===== src/rtl/alu_wb_result_fifo_pkg.sv =====
// Shared types for the ALU writeback result queue.
// Carries the core-wide widths so that no block introduces its own copies.
package alu_wb_result_fifo_pkg;

   localparam int XLEN         = 32;
   localparam int LOG2_MAX_IDS = 3;
   localparam int ALU_WB_DEPTH = 4;

   typedef logic [LOG2_MAX_IDS-1:0] id_t;

   typedef struct packed {
      id_t             id;
      logic [XLEN-1:0] rd;
   } alu_wb_entry_t;

   function automatic alu_wb_entry_t make_entry(input id_t id, input logic [XLEN-1:0] rd);
      alu_wb_entry_t e;
      e.id = id;
      e.rd = rd;
      return e;
   endfunction

endpackage


===== src/rtl/alu_wb_result_fifo_if.sv =====
// ALU-completion and writeback handshake seen by the result queue.
// The slave side is the queue itself; the master side is the ALU plus writeback arbiter.
interface alu_wb_result_fifo_if;
   import alu_wb_result_fifo_pkg::*;

   logic            in_done;
   id_t             in_id;
   logic [XLEN-1:0] in_rd;
   logic            issue_rdy;

   logic            wb_valid;
   id_t             wb_id;
   logic [XLEN-1:0] wb_rd;
   logic            wb_ack;

   modport slave (
      input  in_done, in_id, in_rd, wb_ack,
      output issue_rdy, wb_valid, wb_id, wb_rd
   );

   modport master (
      output in_done, in_id, in_rd, wb_ack,
      input  issue_rdy, wb_valid, wb_id, wb_rd
   );

endinterface


===== src/rtl/alu_wb_result_fifo.sv =====
// In-order queue holding completed ALU results until the writeback arbiter accepts them.
// All outputs come straight from flops; nothing on in_* or wb_ack reaches them combinationally.
module alu_wb_result_fifo
   import alu_wb_result_fifo_pkg::*;
#(
   parameter  int DEPTH = ALU_WB_DEPTH,
   localparam int PTR_W = $clog2(DEPTH),
   localparam int CNT_W = PTR_W + 1
) (
   input  logic                  clk,
   input  logic                  rst,
   input  logic                  flush,
   alu_wb_result_fifo_if.slave   bus,
   output logic [CNT_W-1:0]      count,
   output logic                  overflow
);

   alu_wb_entry_t    mem [DEPTH];
   logic [PTR_W-1:0] rd_ptr;
   logic [PTR_W-1:0] wr_ptr;
   alu_wb_entry_t    head_q;
   logic             valid_q;
   logic             rdy_q;

   logic             full;
   logic             push;
   logic             pop;
   alu_wb_entry_t    in_entry;
   logic [PTR_W-1:0] rd_ptr_nxt;
   logic [PTR_W-1:0] wr_ptr_nxt;
   logic [CNT_W-1:0] count_nxt;
   alu_wb_entry_t    head_nxt;

   assign full     = (count == CNT_W'(DEPTH));
   assign push     = bus.in_done & ~full;
   assign pop      = bus.wb_ack & valid_q;
   assign in_entry = make_entry(bus.in_id, bus.in_rd);

   always_comb begin
      rd_ptr_nxt = rd_ptr;
      wr_ptr_nxt = wr_ptr;
      count_nxt  = count;
      head_nxt   = head_q;
      if (flush) begin
         rd_ptr_nxt = '0;
         wr_ptr_nxt = '0;
         count_nxt  = '0;
      end else begin
         if (push) wr_ptr_nxt = wr_ptr + PTR_W'(1);
         if (pop)  rd_ptr_nxt = rd_ptr + PTR_W'(1);
         count_nxt = count + CNT_W'(push) - CNT_W'(pop);
      end
      // Next head is either the slot being written this edge or one already stored.
      if (push && !flush && (wr_ptr == rd_ptr_nxt)) begin
         head_nxt = in_entry;
      end else begin
         head_nxt = mem[rd_ptr_nxt];
      end
   end

   always_ff @(posedge clk) begin
      if (rst) begin
         for (int i = 0; i < DEPTH; i++) mem[i] <= '0;
         rd_ptr   <= '0;
         wr_ptr   <= '0;
         count    <= '0;
         head_q   <= '0;
         valid_q  <= 1'b0;
         rdy_q    <= 1'b1;
         overflow <= 1'b0;
      end else begin
         if (push && !flush) mem[wr_ptr] <= in_entry;
         rd_ptr  <= rd_ptr_nxt;
         wr_ptr  <= wr_ptr_nxt;
         count   <= count_nxt;
         head_q  <= head_nxt;
         valid_q <= (count_nxt != '0);
         rdy_q   <= (count_nxt != CNT_W'(DEPTH));
         // A full-queue push is a protocol violation even if a flush lands on the same edge.
         if (bus.in_done && full) overflow <= 1'b1;
      end
   end

   assign bus.wb_valid  = valid_q;
   assign bus.wb_id     = head_q.id;
   assign bus.wb_rd     = head_q.rd;
   assign bus.issue_rdy = rdy_q;

   a_count_bound: assert property (@(posedge clk) disable iff (rst)
      count <= CNT_W'(DEPTH));

   a_push_full_flags: assert property (@(posedge clk) disable iff (rst)
      (bus.in_done && full) |=> overflow);

   a_head_stable: assert property (@(posedge clk) disable iff (rst)
      (valid_q && !bus.wb_ack && !flush) |=>
         (valid_q && $stable(head_q.id) && $stable(head_q.rd)));

endmodule

===== src/flat_wrapper.sv =====
// flat-port wrapper written by rule: the top's interface ports become plain ports
module alu_wb_result_fifo_flat import alu_wb_result_fifo_pkg::*;
#(
   parameter  int DEPTH = ALU_WB_DEPTH,
   localparam int PTR_W = $clog2(DEPTH),
   localparam int CNT_W = PTR_W + 1
)
  (clk, rst, flush, count, overflow, bus_in_done, bus_in_id, bus_in_rd, bus_wb_ack, bus_issue_rdy, bus_wb_valid, bus_wb_id, bus_wb_rd);
  alu_wb_result_fifo_if bus_i ();
  input  logic clk;
  input  logic rst;
  input  logic flush;
  output logic [CNT_W-1:0] count;
  output logic overflow;
  input wire logic [$bits(bus_i.in_done)-1:0] bus_in_done;
  input wire logic [$bits(bus_i.in_id)-1:0] bus_in_id;
  input wire logic [$bits(bus_i.in_rd)-1:0] bus_in_rd;
  input wire logic [$bits(bus_i.wb_ack)-1:0] bus_wb_ack;
  output wire logic [$bits(bus_i.issue_rdy)-1:0] bus_issue_rdy;
  output wire logic [$bits(bus_i.wb_valid)-1:0] bus_wb_valid;
  output wire logic [$bits(bus_i.wb_id)-1:0] bus_wb_id;
  output wire logic [$bits(bus_i.wb_rd)-1:0] bus_wb_rd;
  assign bus_i.in_done = bus_in_done;
  assign bus_i.in_id = bus_in_id;
  assign bus_i.in_rd = bus_in_rd;
  assign bus_i.wb_ack = bus_wb_ack;
  assign bus_issue_rdy = bus_i.issue_rdy;
  assign bus_wb_valid = bus_i.wb_valid;
  assign bus_wb_id = bus_i.wb_id;
  assign bus_wb_rd = bus_i.wb_rd;
  alu_wb_result_fifo #(.DEPTH(DEPTH)) u_core (.clk(clk), .rst(rst), .flush(flush), .bus(bus_i), .count(count), .overflow(overflow));
endmodule

===== config.mk =====
export PLATFORM = sky130hd
export DESIGN_NAME = alu_wb_result_fifo_flat
export DESIGN_NICKNAME = d
export VERILOG_FILES = /design/src/rtl/alu_wb_result_fifo_pkg.sv /design/src/rtl/alu_wb_result_fifo_if.sv /design/src/rtl/alu_wb_result_fifo.sv /design/src/flat_wrapper.sv
export SDC_FILE = /design/constraint.sdc
export NUM_CORES = 1
export LEC_CHECK = 0
export CORE_MARGIN = 3
export CORE_UTILIZATION = 45
export CTS_BUF_LIST = sky130_fd_sc_hd__clkbuf_4 sky130_fd_sc_hd__clkbuf_8
export DETAILED_ROUTE_END_ITERATION = 12
export GPL_ROUTABILITY_DRIVEN = 0
export PLACE_DENSITY = 0.65
export SYNTH_ARGS = -nofsm -noshare
export SYNTH_HDL_FRONTEND = slang
export SYNTH_SLANG_ARGS = --single-unit

===== constraint.sdc =====
create_clock -name clk -period 4.79 [get_ports clk]
set_input_delay 0.958 -clock clk [delete_from_list [all_inputs] [get_ports clk]]
set_output_delay 0.958 -clock clk [all_outputs]
set_load 0.02 [all_outputs]

# After elaboration in Yosys (flattened, before gate mapping)
# Memory sizes are Yosys's and may differ from the RTL's. A register that Yosys moved wholly into a read port is not among the register bits.
# Cells that the tools add are included.
# word_totals
register_bits,10
latchBits,0
ramBits,140
mem_bits_ro,0
inputBits,40
wordCells,33
mem_count,1
# memory_table
memory,words,word_bits,rd,rd_ports_with_merged_regs,write_ports,line_no,text
u_core.mem,4,35,1,1,4,alu_wb_result_fifo.sv:18,alu_wb_entry_t mem [DEPTH];
# op_classes
add_sub_neg,4
n_mul,0
div,0
n_lt_le_gt_ge,0
n_eq_ne,2
n_shift,0
muxes,11
bitwise,3
n_reduce_logical,6
# op_table
cell,count
$mux W35,1
$reduce_or A35 Y1,1
$mux W1,6
$mux W2,3
$add A2 B1 Y2 const B,2
$add A3 B1 Y3,1
$eq A3 B3 Y1 const B,1
$mux W3,1
$ne A3 B3 Y1 const B,1
$reduce_bool A3 Y1,1
$sub A3 B1 Y3,1
$and A1 B1 Y1,2
$logic_and A1 B1 Y1,2
$reduce_or A2 Y1,1
$logic_not A1 Y1,1
$not A1 Y1,1

# Depth between registers and ports, before layout
# Gate-level depths: netlist of run 1.
# logic_depth
ltp_word,9
depth_mapped,10
mapped_depth_nobuf,10

# Worst setup path after synthesis of run 1
# Ideal clock, no wire load.
# synth_path
path_type,input -> register
from,input port flush
to,"memory u_core.mem[0][0] in the netlist's numbering, enable pin"
setup_time_ps,476
arrival_ps,4283
required_time_ps,4314
path_slack_ps,32
cell_stages,6
path_buffers,2
path_cell_list,buf_6 > or2_1 > buf_2 > nor3_4 > nand2_1 > o21ai_0
# synth_lines
element,line_no,text
from (decl),flat_wrapper.sv:12,input logic flush;
to (decl),alu_wb_result_fifo.sv:18,

# Worst setup path in the final report of run 1
# layout_path
from,input port flush
to,register u_core.bus.wb_rd[21] (netlist name)
# layout_between
elab_chain_cells,1
# layout_lines
element,line_no,text
$mux W2,alu_wb_result_fifo.sv:44,if (flush) begin
# No other way between the ends.
# A chain may end at the register's enable or synchronous reset.

==> impl_metrics.yaml, run 1 <==
floorplanning:
  die_h_um: 139
  core_um2: 17300
  row_count: 48
  start_util_pct: 46.1
  fp.dieW_um: 139
  die_area_um2: 19400
  io_pins: 81
drt:
  drtPass1Iterations: 5
  via_count: 4422
  viasPerCell: 5.07
  drt_wl_total_um: 16200
  drt_iter0_drc: 226
  wl_per_cell_um: 18.6
  post-route-drc-count: 0
  ant_nets: 0
critical_path:
  r2r-end: "u_core.bus.wb_rd[21]$_SDFF_PP0_"
  timing.reg2reg.worst_path_depth: 7
  arrival_ns: 3.80
  r2r-start: "u_core.count[2]$_SDFF_PP0_"
  r2r_slack_ns: 2.21
  end_kind: "flop"
  crit_fanout: 35
  crit_required_ns: 5.13
  worst-setup-path-type: "input pin to flop"
  crit_path_start_kind: "input pin"
clock_network:
  ctsResizeCount: 0
  tritoncts: "built"
  insertion_delay_ns: 0.46
  clk_pin_slew_worst_paths_ns: 0.08
  cts_sinks: 185
  cts_max_level: 4
  postCtsSetupRepairBufs: 0
  cts.path.max_buffers: 2
  postCtsHoldBufs: 0
  numCtsBuffers: 17
  cts-root-buf: "clkbuf_8"
placement:
  dpl.hpwl_um: 9290
  placed_cell_area_um2: 9040
  port_buffers: 80
  pre_cts_ws_ns: 0.849
global_route:
  grt_pass1_vias: 4703
  grt_overflow_total: 0
  grt_start_max_net_pins: 71
  antenna_found_initial: 0
  grt_first_pass_wirelength_um: 25500
  globalRouteTotalUtil_pct: 17.1
power:
  p_per_area_nw_per_um2: 334
  leakage_nw: 4.01
  ir_drop_uv: 170
finish:
  design_area_um2: 9410
  seq_area_um2: 5100
  layout-drive-gt1-share_pct: 12.7
  fill_cells: 1443
  antenna_cells: 0
  multiInputGateArea_um2: 2720
  final_core_utilization_pct: 54.4
  final_nets: 677
  areaGrowthSynthToFinish_pct: 17.9
hold_path:
  min-delay-start: "u_core.overflow$_SDFFE_PP0P_"
  min_to: "u_core.overflow$_SDFFE_PP0P_"
  hold_path.class: "flop to flop"
  min_path_cells: 2
logic_synthesis:
  ys_ff_latch: 185
  ys_seq_area_share_pct: 64.0
  syn_area_per_cell_um2: 14.3
  yosys_warnings: 0
  async_flop_share_pct: 0
  synth_cell_type_count: 35
  synthFlopType: "edfxtp_1"
  syn-num-nets: 601
  netlist_area_um2: 7980
  synth-edff-count: 140
  syn_inst: 558
timing:
  setup_viol: 0
  period_share_pct: 72.2
  finalCriticalPeriod_ns: 3.46
  setup_tns_ns: 0
  slew_viol_final: 0
  worst_slew_pin_slew_ns: 1.00
  relSlewSlack_pct: 33.3
  rsz0062_at_grt: "false"
  hold_viol_final: 0
  holdWs_ns: 0.472
  fmax_mhz: 289
  layout_setup_ws_ns: 1.33
  clock_skew_ns: 0.00980
run:
  drv_cap: 0
outcome:
  status: "complete, no violations"
[synth_stat cells (all sizes together), types with 3 or more instances]
| master | number | area (um^2) |
|---|---|---|
| and2 | 143 | 895 |
| buf | 12 | 87.6 |
| clkbuf | 23 | 86.3 |
| dfxtp | 45 | 901 |
| edfxtp | 140 | 4200 |
| inv | 8 | 30.0 |
| mux2 | 35 | 507 |
| mux2i | 72 | 721 |
| nand2 | 4 | 15.0 |
| nor2 | 10 | 37.5 |
| o22ai | 35 | 219 |
| or2 | 3 | 18.8 |
| xnor2 | 6 | 52.6 |
[registers in the layout, summed over array words and instances (netlist names)]
register	count
u_core.overflow	1
u_core.bus.wb_valid	1
u_core.mem	140
u_core.count	3
u_core.rd_ptr	2
u_core.bus.wb_rd	32
u_core.bus.issue_rdy	1
u_core.bus.wb_id	3
u_core.wr_ptr	2
[worst max-delay path, stage by stage]
cell and delay (ns):
clkdlybuf4s50_1 0.59, or2_1 0.44, nor3_4 0.17, buf_4 0.28, nand2_1 0.18, o32a_2 0.41
buf_4 0.34, mux2_1 0.41
[power by group]
part | switching [W] | total (W) | internal [W]
sequential | 0.0000268 | 0.00183 | 0.00181
clock | 0.000519 | 0.000988 | 0.000469
combinational | 0.000167 | 0.000317 | 0.000150
[per-stage QoR]
stage	power, W	std cells
floorplan	0.00204	558
global placement	0.00218	840
detailed placement	0.00219	840
CTS	0.00318	872
global route	0.00326	872
finish	0.00314	872
[logic make-up after synthesis]
| kind of cell | after synthesis | synth area share (%) |
|---|---|---|
| buf+inv | 43 | 2.56 |
| xor+xnor | 7 | 0.769 |
| flops | 185 | 64.0 |
| fa+ha+maj | 3 | 0.565 |
| simple gates | 171 | 13.4 |
| mux | 107 | 15.4 |
| compound gates | 42 | 3.33 |
[cells in the final DEF (no fill, tap or decap), types with 2 or more instances in the layout]
cell | Yosys | final
a21oi_1 | 2 | 2
and2_1 | 143 | 143
buf_4 | 0 | 11
bufinv_16 | 0 | 2
clkbuf_4 | 0 | 3
clkbuf_8 | 0 | 17
clkdlybuf4s50_1 | 0 | 80
clkinv_1 | 0 | 4
clkinv_2 | 0 | 5
dfxtp_1 | 45 | 45
edfxtp_1 | 140 | 140
ha_1 | 2 | 2
inv_1 | 8 | 8
mux2_1 | 5 | 5
mux2_4 | 30 | 30
mux2i_1 | 72 | 71
nand2_1 | 4 | 4
nor2_1 | 10 | 9
nor2b_1 | 2 | 2
o21ai_4 | 0 | 2
o22ai_1 | 35 | 35
or2_2 | 1 | 2
xnor2_1 | 6 | 6
[layer usage]
layer	track usage (%)	wire length, um	up-vias	part of all wire [%]
met4	5.61	133	0	0.82
met5	0	0	-	0
li1	-	-	2156	-
met3	3.66	737	9	4.5
met1	21.9	7070	2159	44
met2	29.1	8310	98	51
[area by class of cell]
| cell class | count | area share, % |
|---|---|---|
| flip-flops and latches | 185 | 54.3 |
| multi-input cells | 330 | 28.9 |
| repair buffers | 92 | 9.60 |
| well taps | 225 | 2.99 |
| clock buffers | 20 | 2.73 |
| clock inverters | 12 | 1.14 |
| inverters | 8 | 0.319 |
[worst max path at each step]
stage	from	cells after the start	slack [ns]	end
global placement	flush	8	0.91	u_core.bus.wb_rd[23]$_SDFF_PP0_
global route	flush	8	1.24	u_core.bus.wb_rd[21]$_SDFF_PP0_
floorplan	flush	6	0.03	u_core.mem[0][0]$_SDFFCE_PN0P_
detailed placement	flush	8	0.85	u_core.bus.wb_rd[21]$_SDFF_PP0_
finish	flush	8	1.33	u_core.bus.wb_rd[21]$_SDFF_PP0_
CTS	flush	8	1.35	u_core.bus.wb_rd[21]$_SDFF_PP0_
(Power assumes the default switching activity.)
==> inputs of run 2 (changes only) <==
--- a/config.mk
+++ b/config.mk
@@ -10,7 +10,7 @@
 export CTS_BUF_LIST = sky130_fd_sc_hd__clkbuf_4 sky130_fd_sc_hd__clkbuf_8
 export DETAILED_ROUTE_END_ITERATION = 12
 export GPL_ROUTABILITY_DRIVEN = 0
-export PLACE_DENSITY = 0.65
+export PLACE_DENSITY = 0.63
 export SYNTH_ARGS = -nofsm -noshare
 export SYNTH_HDL_FRONTEND = slang
 export SYNTH_SLANG_ARGS = --single-unit
==> constraint.sdc (replaced) <==
create_clock -name clk -period 3.3 [get_ports clk]
set_input_delay 0.66 -clock clk [delete_from_list [all_inputs] [get_ports clk]]
set_output_delay 0.66 -clock clk [all_outputs]
set_load 0.02 [all_outputs]
==> run 2 against run 1 <==
Setup slack worse by 0.59 ns. Cell count grew 0.69%. Critical path depth down 1. Largest power group unchanged.
==> impl_metrics.yaml, run 2 (synthesis gave the netlist of run 1 again) <==
critical_path:
  end_kind: "flop"
  crit_start: "rst"
  r2r_slack_ns: 1.02
  crit_required_ns: 3.46
  timing.reg2reg.worst_path_depth: 6
  crit_fanout: 36
  worst-setup-path-type: "input pin to flop"
  crit_path_start_kind: "input pin"
  r2r-end: "u_core.bus.wb_rd[7]$_SDFF_PP0_"
  r2r-start: "u_core.count[2]$_SDFF_PP0_"
  arrival_ns: 2.72
clock_network:
  cts_max_level: 4
  cts.path.max_buffers: 2
  postCtsSetupRepairBufs: 0
  cts_sinks: 185
  clk_pin_slew_worst_paths_ns: 0.09
  ctsResizeCount: 0
  postCtsHoldBufs: 0
  tritoncts: "built"
  numCtsBuffers: 17
  cts-root-buf: "clkbuf_8"
  insertion_delay_ns: 0.47
finish:
  regMostFlops: "u_core.mem"
  antenna_cells: 0
  layout-drive-gt1-share_pct: 13.6
  design_area_um2: 9540
  largest_reg_flops: 140
  final_nets: 683
  seq_area_um2: 5100
  areaGrowthSynthToFinish_pct: 19.6
  fill_cells: 1420
  multiInputGateArea_um2: 2720
  final_cell_mix: "143 x and2_1, 140 x edfxtp_1, 80 x clkdlybuf4s50_1"
  layout_commonest_cell: "and2_1"
floorplanning:
  start_util_pct: 46.1
  core_um2: 17300
  die_area_um2: 19400
  die_h_um: 139
  fp.dieW_um: 139
  io_pins: 81
  row_count: 48
drt:
  drt_wl_total_um: 16100
  drt_iter0_drc: 338
  drtPass1Iterations: 4
  wl_per_cell_um: 18.4
  ant_nets: 0
  viasPerCell: 5.04
  via_count: 4429
  post-route-drc-count: 0
global_route:
  grt_first_pass_wirelength_um: 25500
  antenna_found_initial: 0
  grt_start_max_net_pins: 71
  globalRouteTotalUtil_pct: 17.0
  grt_overflow_total: 0
  grt_pass1_vias: 4790
power:
  ir_drop_uv: 252
  p_per_area_nw_per_um2: 484
  leakage_nw: 4.05
timing:
  worst_slew_pin_slew_ns: 0.578
  hold_viol_final: 0
  finalCriticalPeriod_ns: 2.56
  clock_skew_ns: 0.00849
  period_share_pct: 77.5
  fmax_mhz: 391
  relSlewSlack_pct: 61.5
  setup_tns_ns: 0
  slew_viol_final: 0
  rsz0062_at_grt: "false"
  setup_viol: 0
hold_path:
  hold_path.class: "flop to flop"
  min_path_cells: 2
  min-delay-start: "u_core.overflow$_SDFFE_PP0P_"
  min_to: "u_core.overflow$_SDFFE_PP0P_"
run:
  drv_cap: 0
outcome:
  status: "complete, no violations"
placement:
  dpl.hpwl_um: 9620
  placed_cell_area_um2: 9150
  port_buffers: 80
==> run 2: critical path: stages <==
cell and delay (ns):
clkdlybuf4s50_1 0.50, or2_1 0.30, buf_4 0.18, nor4_4 0.21
buf_4 0.40, or2_2 0.21, buf_12 0.24
==> run 2: worst max-delay path by stage <==
| stage | end | depth (start not counted) |
|---|---|---|
| final | u_core.mem[1][8]$_SDFFCE_PN0P_ | 7 |
| after detailed placement | u_core.mem[1][26]$_SDFFCE_PN0P_ | 7 |
| after floorplan | u_core.mem[2][0]$_SDFFCE_PN0P_ | 7 |
| after CTS | u_core.mem[1][34]$_SDFFCE_PN0P_ | 7 |
| after global placement | u_core.mem[1][31]$_SDFFCE_PN0P_ | 7 |
| after global routing | u_core.mem[1][18]$_SDFFCE_PN0P_ | 7 |
==> run 2: report_power, final <==
group,internal [W],switching (W)
logic,0.000231,0.000247
registers,0.00262,0.0000393
clock network,0.000671,0.000809
==> run 2: per-stage QoR <==
step | hold WS, ns | utilization (%) | power [W] | worst slack [ns] | instances
floorplan | 0.527 | - | 0.00297 | 0.322 | 558
global placement | 0.473 | 52.9 | 0.00319 | 0.278 | 846
detailed placement | 0.470 | 52.9 | 0.00320 | 0.258 | 846
CTS | 0.492 | 55.1 | 0.00466 | 0.762 | 878
global route | 0.534 | 55.1 | 0.00479 | 0.631 | 878
finish | 0.486 | 55.1 | 0.00462 | 0.742 | 878
==> run 2: cell type report <==
| class | count | share of cell area (%) |
|---|---|---|
| Tap cell | 225 | 2.95 |
| Clock buffer | 17 | 2.45 |
| Sequential cell | 185 | 53.5 |
| Multi-Input combinational cell | 330 | 28.5 |
| Timing Repair Buffer | 98 | 10.6 |
| Inverter | 8 | 0.315 |
| Clock inverter | 15 | 1.60 |
==> run 2: per-layer routing <==
| metal | GRT usage, % | up-vias | part of all wire [%] |
|---|---|---|---|
| met5 | 0 | - | 0 |
| met4 | 5.72 | 0 | 1.3 |
| met3 | 4.28 | 17 | 4.3 |
| met2 | 29.3 | 96 | 51 |
| met1 | 21.1 | 2144 | 43 |
| li1 | - | 2172 | - |
